`src/rtl/code_lock_fsm.sv`:
```
// Multi-digit code lock: digit entry, code reprogramming while open, failure counting with blinking alarm.
// Optional timed lockout after MAX_TRIES failures is built when LOCKOUT_EN is defined.
//
// state     | meaning
// IDLE      | waiting for first digit
// ENTRY     | collecting code digits, mismatch tracked
// OPEN      | correct code entered, lock released
// ALARM     | MAX_TRIES failures, waits for cancel
// SET_ENTRY | collecting new code into shadow
// LOCKOUT   | timed lockout, all inputs ignored
module code_lock_fsm #(
    parameter int DIGIT_W        = 4,
    parameter int CODE_LEN       = 4,
    parameter int MAX_TRIES      = 3,
    parameter logic [DIGIT_W*CODE_LEN-1:0] RESET_CODE = 16'h1234,
    parameter int BLINK_DIV      = 8,
    parameter int LOCKOUT_CYCLES = 1024,
    localparam int FW = $clog2(MAX_TRIES+1),
    localparam int IW = $clog2(CODE_LEN+1)
) (
    input  logic               clk_i,
    input  logic               rst_n,
    input  logic [DIGIT_W-1:0] digit_in_i,
    input  logic               enter_i,
    input  logic               set_btn_i,
    input  logic               cancel_i,
    output logic               unlocked_o,
    output logic               alarm_led_o,
    output logic               fail_pulse_o,
    output logic [2:0]         state_o,
    output logic [FW-1:0]      fail_cnt_o,
    output logic [IW-1:0]      entry_idx_o
);

    typedef enum logic [2:0] {
        S_IDLE      = 3'd0,
        S_ENTRY     = 3'd1,
        S_OPEN      = 3'd2,
        S_ALARM     = 3'd3,
        S_SET_ENTRY = 3'd4,
        S_LOCKOUT   = 3'd5
    } state_t;

    if (CODE_LEN < 1 || MAX_TRIES < 1 || LOCKOUT_CYCLES < 1) begin : g_bad_param
        $error("code_lock_fsm: CODE_LEN, MAX_TRIES and LOCKOUT_CYCLES must be >= 1");
    end

    state_t                            state_q, state_d;
    logic [CODE_LEN-1:0][DIGIT_W-1:0]  code_q, code_d;
    logic [CODE_LEN-1:0][DIGIT_W-1:0]  shadow_q, shadow_d;
    logic [FW-1:0]                     fail_q, fail_d;
    logic [IW-1:0]                     idx_q, idx_d;
    logic                              mis_q, mis_d;
    logic                              pulse_q, pulse_d;
    logic [BLINK_DIV:0]                blink_q;
    logic [DIGIT_W-1:0]                digit_q;
    logic                              enter_q, enter_prev_q;
    logic                              set_q, set_prev_q;
    logic                              cancel_q, cancel_prev_q;
    logic                              enter_rise, set_rise, cancel_rise;
    logic [DIGIT_W-1:0]                exp_digit;
    logic                              mis_now;
    logic [FW-1:0]                     fail_inc;
`ifdef LOCKOUT_EN
    localparam int LW = $clog2(LOCKOUT_CYCLES+1);
    logic [LW-1:0]                     lock_cnt_q, lock_cnt_d;
`endif

    assign enter_rise  = enter_q  & ~enter_prev_q;
    assign set_rise    = set_q    & ~set_prev_q;
    assign cancel_rise = cancel_q & ~cancel_prev_q;

    always_comb begin
        state_d   = state_q;
        code_d    = code_q;
        shadow_d  = shadow_q;
        fail_d    = fail_q;
        idx_d     = idx_q;
        mis_d     = mis_q;
        pulse_d   = 1'b0;
        exp_digit = '0;
`ifdef LOCKOUT_EN
        lock_cnt_d = lock_cnt_q;
`endif
        for (int i = 0; i < CODE_LEN; i++) begin
            if (idx_q == IW'(i)) exp_digit = code_q[i];
        end
        mis_now  = mis_q | (digit_q != exp_digit);
        fail_inc = fail_q + 1'b1;

        case (state_q)
            S_IDLE, S_ENTRY: begin
                if (cancel_rise) begin
                    state_d = S_IDLE;
                    idx_d   = '0;
                    mis_d   = 1'b0;
                end else if (enter_rise) begin
                    if (idx_q == IW'(CODE_LEN-1)) begin
                        idx_d = '0;
                        mis_d = 1'b0;
                        if (!mis_now) begin
                            state_d = S_OPEN;
                            fail_d  = '0;
                        end else begin
                            pulse_d = 1'b1;
                            fail_d  = fail_inc;
                            if (fail_inc == FW'(MAX_TRIES)) begin
`ifdef LOCKOUT_EN
                                state_d    = S_LOCKOUT;
                                lock_cnt_d = LW'(LOCKOUT_CYCLES);
`else
                                state_d = S_ALARM;
`endif
                            end else begin
                                state_d = S_IDLE;
                            end
                        end
                    end else begin
                        state_d = S_ENTRY;
                        idx_d   = idx_q + 1'b1;
                        mis_d   = mis_now;
                    end
                end
            end
            S_OPEN: begin
                if (cancel_rise) begin
                    state_d = S_IDLE;
                end else if (set_rise) begin
                    state_d = S_SET_ENTRY;
                    idx_d   = '0;
                end else if (enter_rise) begin
                    state_d = S_IDLE;
                end
            end
            S_SET_ENTRY: begin
                if (cancel_rise) begin
                    state_d = S_IDLE;
                    idx_d   = '0;
                end else if (enter_rise) begin
                    for (int i = 0; i < CODE_LEN; i++) begin
                        if (idx_q == IW'(i)) shadow_d[i] = digit_q;
                    end
                    if (idx_q == IW'(CODE_LEN-1)) begin
                        code_d  = shadow_d;
                        state_d = S_IDLE;
                        idx_d   = '0;
                    end else begin
                        idx_d = idx_q + 1'b1;
                    end
                end
            end
            S_ALARM: begin
                if (cancel_rise) begin
                    state_d = S_IDLE;
                    fail_d  = '0;
                end
            end
`ifdef LOCKOUT_EN
            // counter was loaded with the full duration; leaving as it hits 0
            S_LOCKOUT: begin
                lock_cnt_d = lock_cnt_q - 1'b1;
                if (lock_cnt_q == LW'(1)) begin
                    state_d = S_IDLE;
                    fail_d  = '0;
                end
            end
`endif
            default: begin
                state_d = S_IDLE;
                idx_d   = '0;
                mis_d   = 1'b0;
            end
        endcase
    end

    always_ff @(posedge clk_i or negedge rst_n) begin
        if (!rst_n) begin
            state_q       <= S_IDLE;
            code_q        <= RESET_CODE;
            shadow_q      <= '0;
            fail_q        <= '0;
            idx_q         <= '0;
            mis_q         <= 1'b0;
            pulse_q       <= 1'b0;
            blink_q       <= '0;
            digit_q       <= '0;
            enter_q       <= 1'b0;
            enter_prev_q  <= 1'b0;
            set_q         <= 1'b0;
            set_prev_q    <= 1'b0;
            cancel_q      <= 1'b0;
            cancel_prev_q <= 1'b0;
        end else begin
            state_q       <= state_d;
            code_q        <= code_d;
            shadow_q      <= shadow_d;
            fail_q        <= fail_d;
            idx_q         <= idx_d;
            mis_q         <= mis_d;
            pulse_q       <= pulse_d;
            blink_q       <= blink_q + 1'b1;
            digit_q       <= digit_in_i;
            enter_q       <= enter_i;
            enter_prev_q  <= enter_q;
            set_q         <= set_btn_i;
            set_prev_q    <= set_q;
            cancel_q      <= cancel_i;
            cancel_prev_q <= cancel_q;
        end
    end

`ifdef LOCKOUT_EN
    always_ff @(posedge clk_i or negedge rst_n) begin
        if (!rst_n) lock_cnt_q <= '0;
        else        lock_cnt_q <= lock_cnt_d;
    end
`endif

    assign unlocked_o   = (state_q == S_OPEN);
    assign alarm_led_o  = ((state_q == S_ALARM) || (state_q == S_LOCKOUT)) && blink_q[BLINK_DIV];
    assign fail_pulse_o = pulse_q;
    assign state_o      = state_q;
    assign fail_cnt_o   = fail_q;
    assign entry_idx_o  = idx_q;

endmodule

```
`config.mk`:
```
export PLATFORM = sky130hd
export DESIGN_NAME = code_lock_fsm
export DESIGN_NICKNAME = d
export VERILOG_FILES = /design/src/rtl/code_lock_fsm.sv
export SDC_FILE = /design/constraint.sdc
export NUM_CORES = 1
export LEC_CHECK = 0
export ABC_AREA = 1
export CAP_MARGIN = 30
export CORE_MARGIN = 3
export CORE_UTILIZATION = 62
export DETAILED_ROUTE_END_ITERATION = 6
export GPL_TIMING_DRIVEN = 0
export PLACE_DENSITY_LB_ADDON = 0.3
export SYNTH_ARGS = -nofsm -noshare
export SYNTH_HDL_FRONTEND = slang
export SYNTH_SLANG_ARGS = --single-unit
```
`constraint.sdc`:
```
create_clock -name clk_i -period 2.9 [get_ports clk_i]
set_input_delay 0.58 -clock clk_i [delete_from_list [all_inputs] [get_ports clk_i]]
set_output_delay 0.58 -clock clk_i [all_outputs]
set_load 0.05 [all_outputs]
```
==> impl_metrics.env <==
export IMPL_status="finished, final reports clean"
export IMPL_final_antenna_net_count=0
export IMPL_die_w_um=71.89
export IMPL_ir_drop_uv=521.8
export IMPL_fin_crit_ns=2.714
export IMPL_h_tree_depth=3
export IMPL_critPathMaxStageDelay_ns=0.82
export IMPL_startpoint_type="flip-flop"
export IMPL_cp_top_family="buffers and inverters"
export IMPL_fin_skew_ns=0.01027
export IMPL_fin_nets=362
export IMPL_grt_pass1_wl_um=9356
export IMPL_core_um2=4086
export IMPL_clkTransAtPathRegs_ns=0.07
export IMPL_seq_area_um2=1433
export IMPL_yosysWarnings=0
export IMPL_p_leak_nw=1.559
export IMPL_crit_type="reg2out"
export IMPL_start_util=0.6586
export IMPL_place_congestion=0.8350
export IMPL_die_area_um2=5167
export IMPL_crit_buf_inv=2
export IMPL_netlist_area_um2=2691
export IMPL_antenna_cells=0
export IMPL_hold_path_class="in2async"
export IMPL_layout_drive_gt1_share=0.1396
export IMPL_numCtsBuffers=9
export IMPL_synth_area_per_cell_um2=8.517
export IMPL_timing_fmax_mhz=368.5
export IMPL_cts_setup_buffers=0
export IMPL_power_w=0.002458
export IMPL_power_frac_seq=0.359
export IMPL_p_comb_frac=0.281
export IMPL_multi_input_area_um2=1050
export IMPL_crit_path_top_delay_cell="clkdlybuf4s50_1"
export IMPL_worstSetupEndpointType="output port"
export IMPL_drt_pass1_iterations=4
export IMPL_cts_num_sinks=57
export IMPL_ys_seq_area_frac=0.5323
export IMPL_routed_wirelength_um=5494
export IMPL_post_cts_resized=0
export IMPL_ys_seq_elements=57
export IMPL_holdWs_ns=0.2431
export IMPL_antenna_found_initial=0
export IMPL_route_detailed_drc=0
export IMPL_setup_viol=0
export IMPL_p_sw_w=0.0008228
export IMPL_path_cells="nor2_1, inv_1, nand3_1, a21oi_1, clkdlybuf4s50_1"
export IMPL_ctsHoldBuffers=0
export IMPL_clockBufferDepth=2
export IMPL_power_density_nw_per_um2=770.1
export IMPL_grt_setup_unrepaired="false"
export IMPL_area_growth_pct=18.60
export IMPL_io_buffer_count=19
export IMPL_synthDistinctLibCells=32
export IMPL_swShare=0.3347
export IMPL_hpwl_um=3768
export IMPL_n_fill_cell=282
export IMPL_tritoncts="yes"
export IMPL_worst_pin_slew_ns=0.6121
export IMPL_intPower_w=0.001635
export IMPL_hold_viol_final=0
export IMPL_dr_total_vias=2199
export IMPL_grt_overflow_total=0
export IMPL_wl_per_cell_um=13.70
export IMPL_relSlewSlack=0.5919
export IMPL_cp_arrival_ns=2.13
export IMPL_slew_viol_final=0
export IMPL_track_usage=0.2447
export IMPL_post_route_period_util=0.9359
export IMPL_required_ns=2.32
export IMPL_grt_max_degree=31
export IMPL_critPathMaxFanout=7
export IMPL_clkLatencyLatePin_ns=0.35
export IMPL_fp_dieH_um=71.89
export IMPL_clockRootBuffer="clkbuf_8"
export IMPL_drt_iter0_markers=163
export IMPL_clkPwrFrac=0.360
export IMPL_avgViaCountPerCell=5.484
export IMPL_max_cap_viol_count=0
export IMPL_syn_num_nets=331
export IMPL_rows=23
export IMPL_io_pins=20
export IMPL_synth_cells=316
export IMPL_first_global_vias=2070
power by group through the flow:
| stage | Clock [W] | Combinational, W | Sequential [W] |
|---|---|---|---|
| 2_1_floorplan | 0 | 0.000393 | 0.000997 |
| 3_3_place_gp | 0 | 0.000658 | 0.000894 |
| 3_5_place_dp | 0 | 0.000678 | 0.000897 |
| 4_1_cts | 0.000897 | 0.000687 | 0.000883 |
| 5_1_grt | 0.000938 | 0.000760 | 0.000891 |
| 6_report | 0.000885 | 0.000690 | 0.000883 |
synthesized netlist by cell type:
master     n  area, um^2
nand2_1   55       206.5
dfrtp_1   52        1301
nor2_1    39       146.4
inv_1     37       138.9
a21oi_1   27       135.1
nand3_1   19       95.09
o21ai_0   16       80.08
o21ai_1   10       50.05
nand2_2    7       43.79
ha_1       6       75.07
dfstp_2    5       131.4
inv_2      5       18.77
nor2_2     4       25.02
nor3_1     4       20.02
xor2_1     4       35.03
buf_2      3       15.01
nand4_1    3       18.77
xnor2_1    3       26.28
nand3_2    2       20.02
o22ai_1    2       12.51
or2_2      2       12.51
a32o_1     1       10.01
buf_1      1       3.750
buf_4      1       7.510
buf_6      1       11.26
clkbuf_1   1       3.750
clkinv_1   1       3.750
inv_4      1       6.260
nand2_4    1       11.26
nand3b_1   1       7.510
nor2_4     1       11.26
o211ai_1   1       7.510
through the flow:
step	TNS [ns]	instance area (um^2)	setup WS, ns	cells	utilization
after floorplan	0	2691	0.4698	316	-
after global placement	-20.74	2944	-0.4008	385	0.7205
after detailed placement	0	2959	0.5936	386	0.7241
after CTS	0	3192	0.1877	401	0.7811
after global routing	0	3192	0.08482	401	0.7811
final	0	3192	0.1860	401	0.7811
flip-flops by register name, indices dropped and copies added, names as in the netlist:
name,count
entry_idx_o,3
mis_q,1
enter_prev_q,1
set_q,1
blink_q,9
shadow_q,12
cancel_prev_q,1
code_q,16
enter_q,1
set_prev_q,1
fail_cnt_o,2
cancel_q,1
digit_q,4
state_o,3
fail_pulse_o,1
placed cells by master (no fill, tap or decap), types with 5 or more instances in the layout:
master	synthesis	routed
clkbuf_8	0	9
clkdlybuf4s50_1	0	18
o21ai_0	16	16
a21oi_1	27	27
dfstp_2	5	5
ha_1	6	6
nand3_1	19	19
nand2_1	55	55
nor2_1	39	39
nand2_2	7	7
inv_2	5	5
dfrtp_1	52	52
inv_1	37	37
o21ai_1	10	10
kinds of logic (layout without fill, tap and decap cells):
family	after synthesis	count (layout)	share of synthesized area
fa+ha+maj	6	6	0.02789
simple gates	138	138	0.2297
flops	57	57	0.5323
compound gates	57	57	0.1097
buf+inv	51	86	0.07763
xor+xnor	7	7	0.02278
path summary, 6_finish.rpt:
check,to,cells past startpoint,slack [ns],startpoint
max,alarm_led_o,5,0.19,state_o[2]
min,shadow_q[6],1,0.24,rst_n
max reg2reg,state_o[0],16,0.89,entry_idx_o[0]
min reg2reg,cancel_prev_q,0,0.38,cancel_q
max in group asynchronous,code_q[4],2,2.02,rst_n
min in group clk_i,cancel_prev_q,0,0.38,cancel_q
cell type report:
type,count,area share
plain buffers,7,0.01294
clock buffers,10,0.03998
clock inverters,5,0.03293
inverters,44,0.05253
multi-input cells,208,0.3289
flip-flops and latches,57,0.4488
well taps,50,0.01960
repair buffers,20,0.06429
layer usage:
layer	GRT usage	vias up	share of wire
li1	-	1071	-
met1	0.3004	1028	0.43
met2	0.3694	84	0.48
met3	0.1136	16	0.070
met4	0.1106	0	0.026
met5	0	-	0
(Power assumes the default switching activity.)
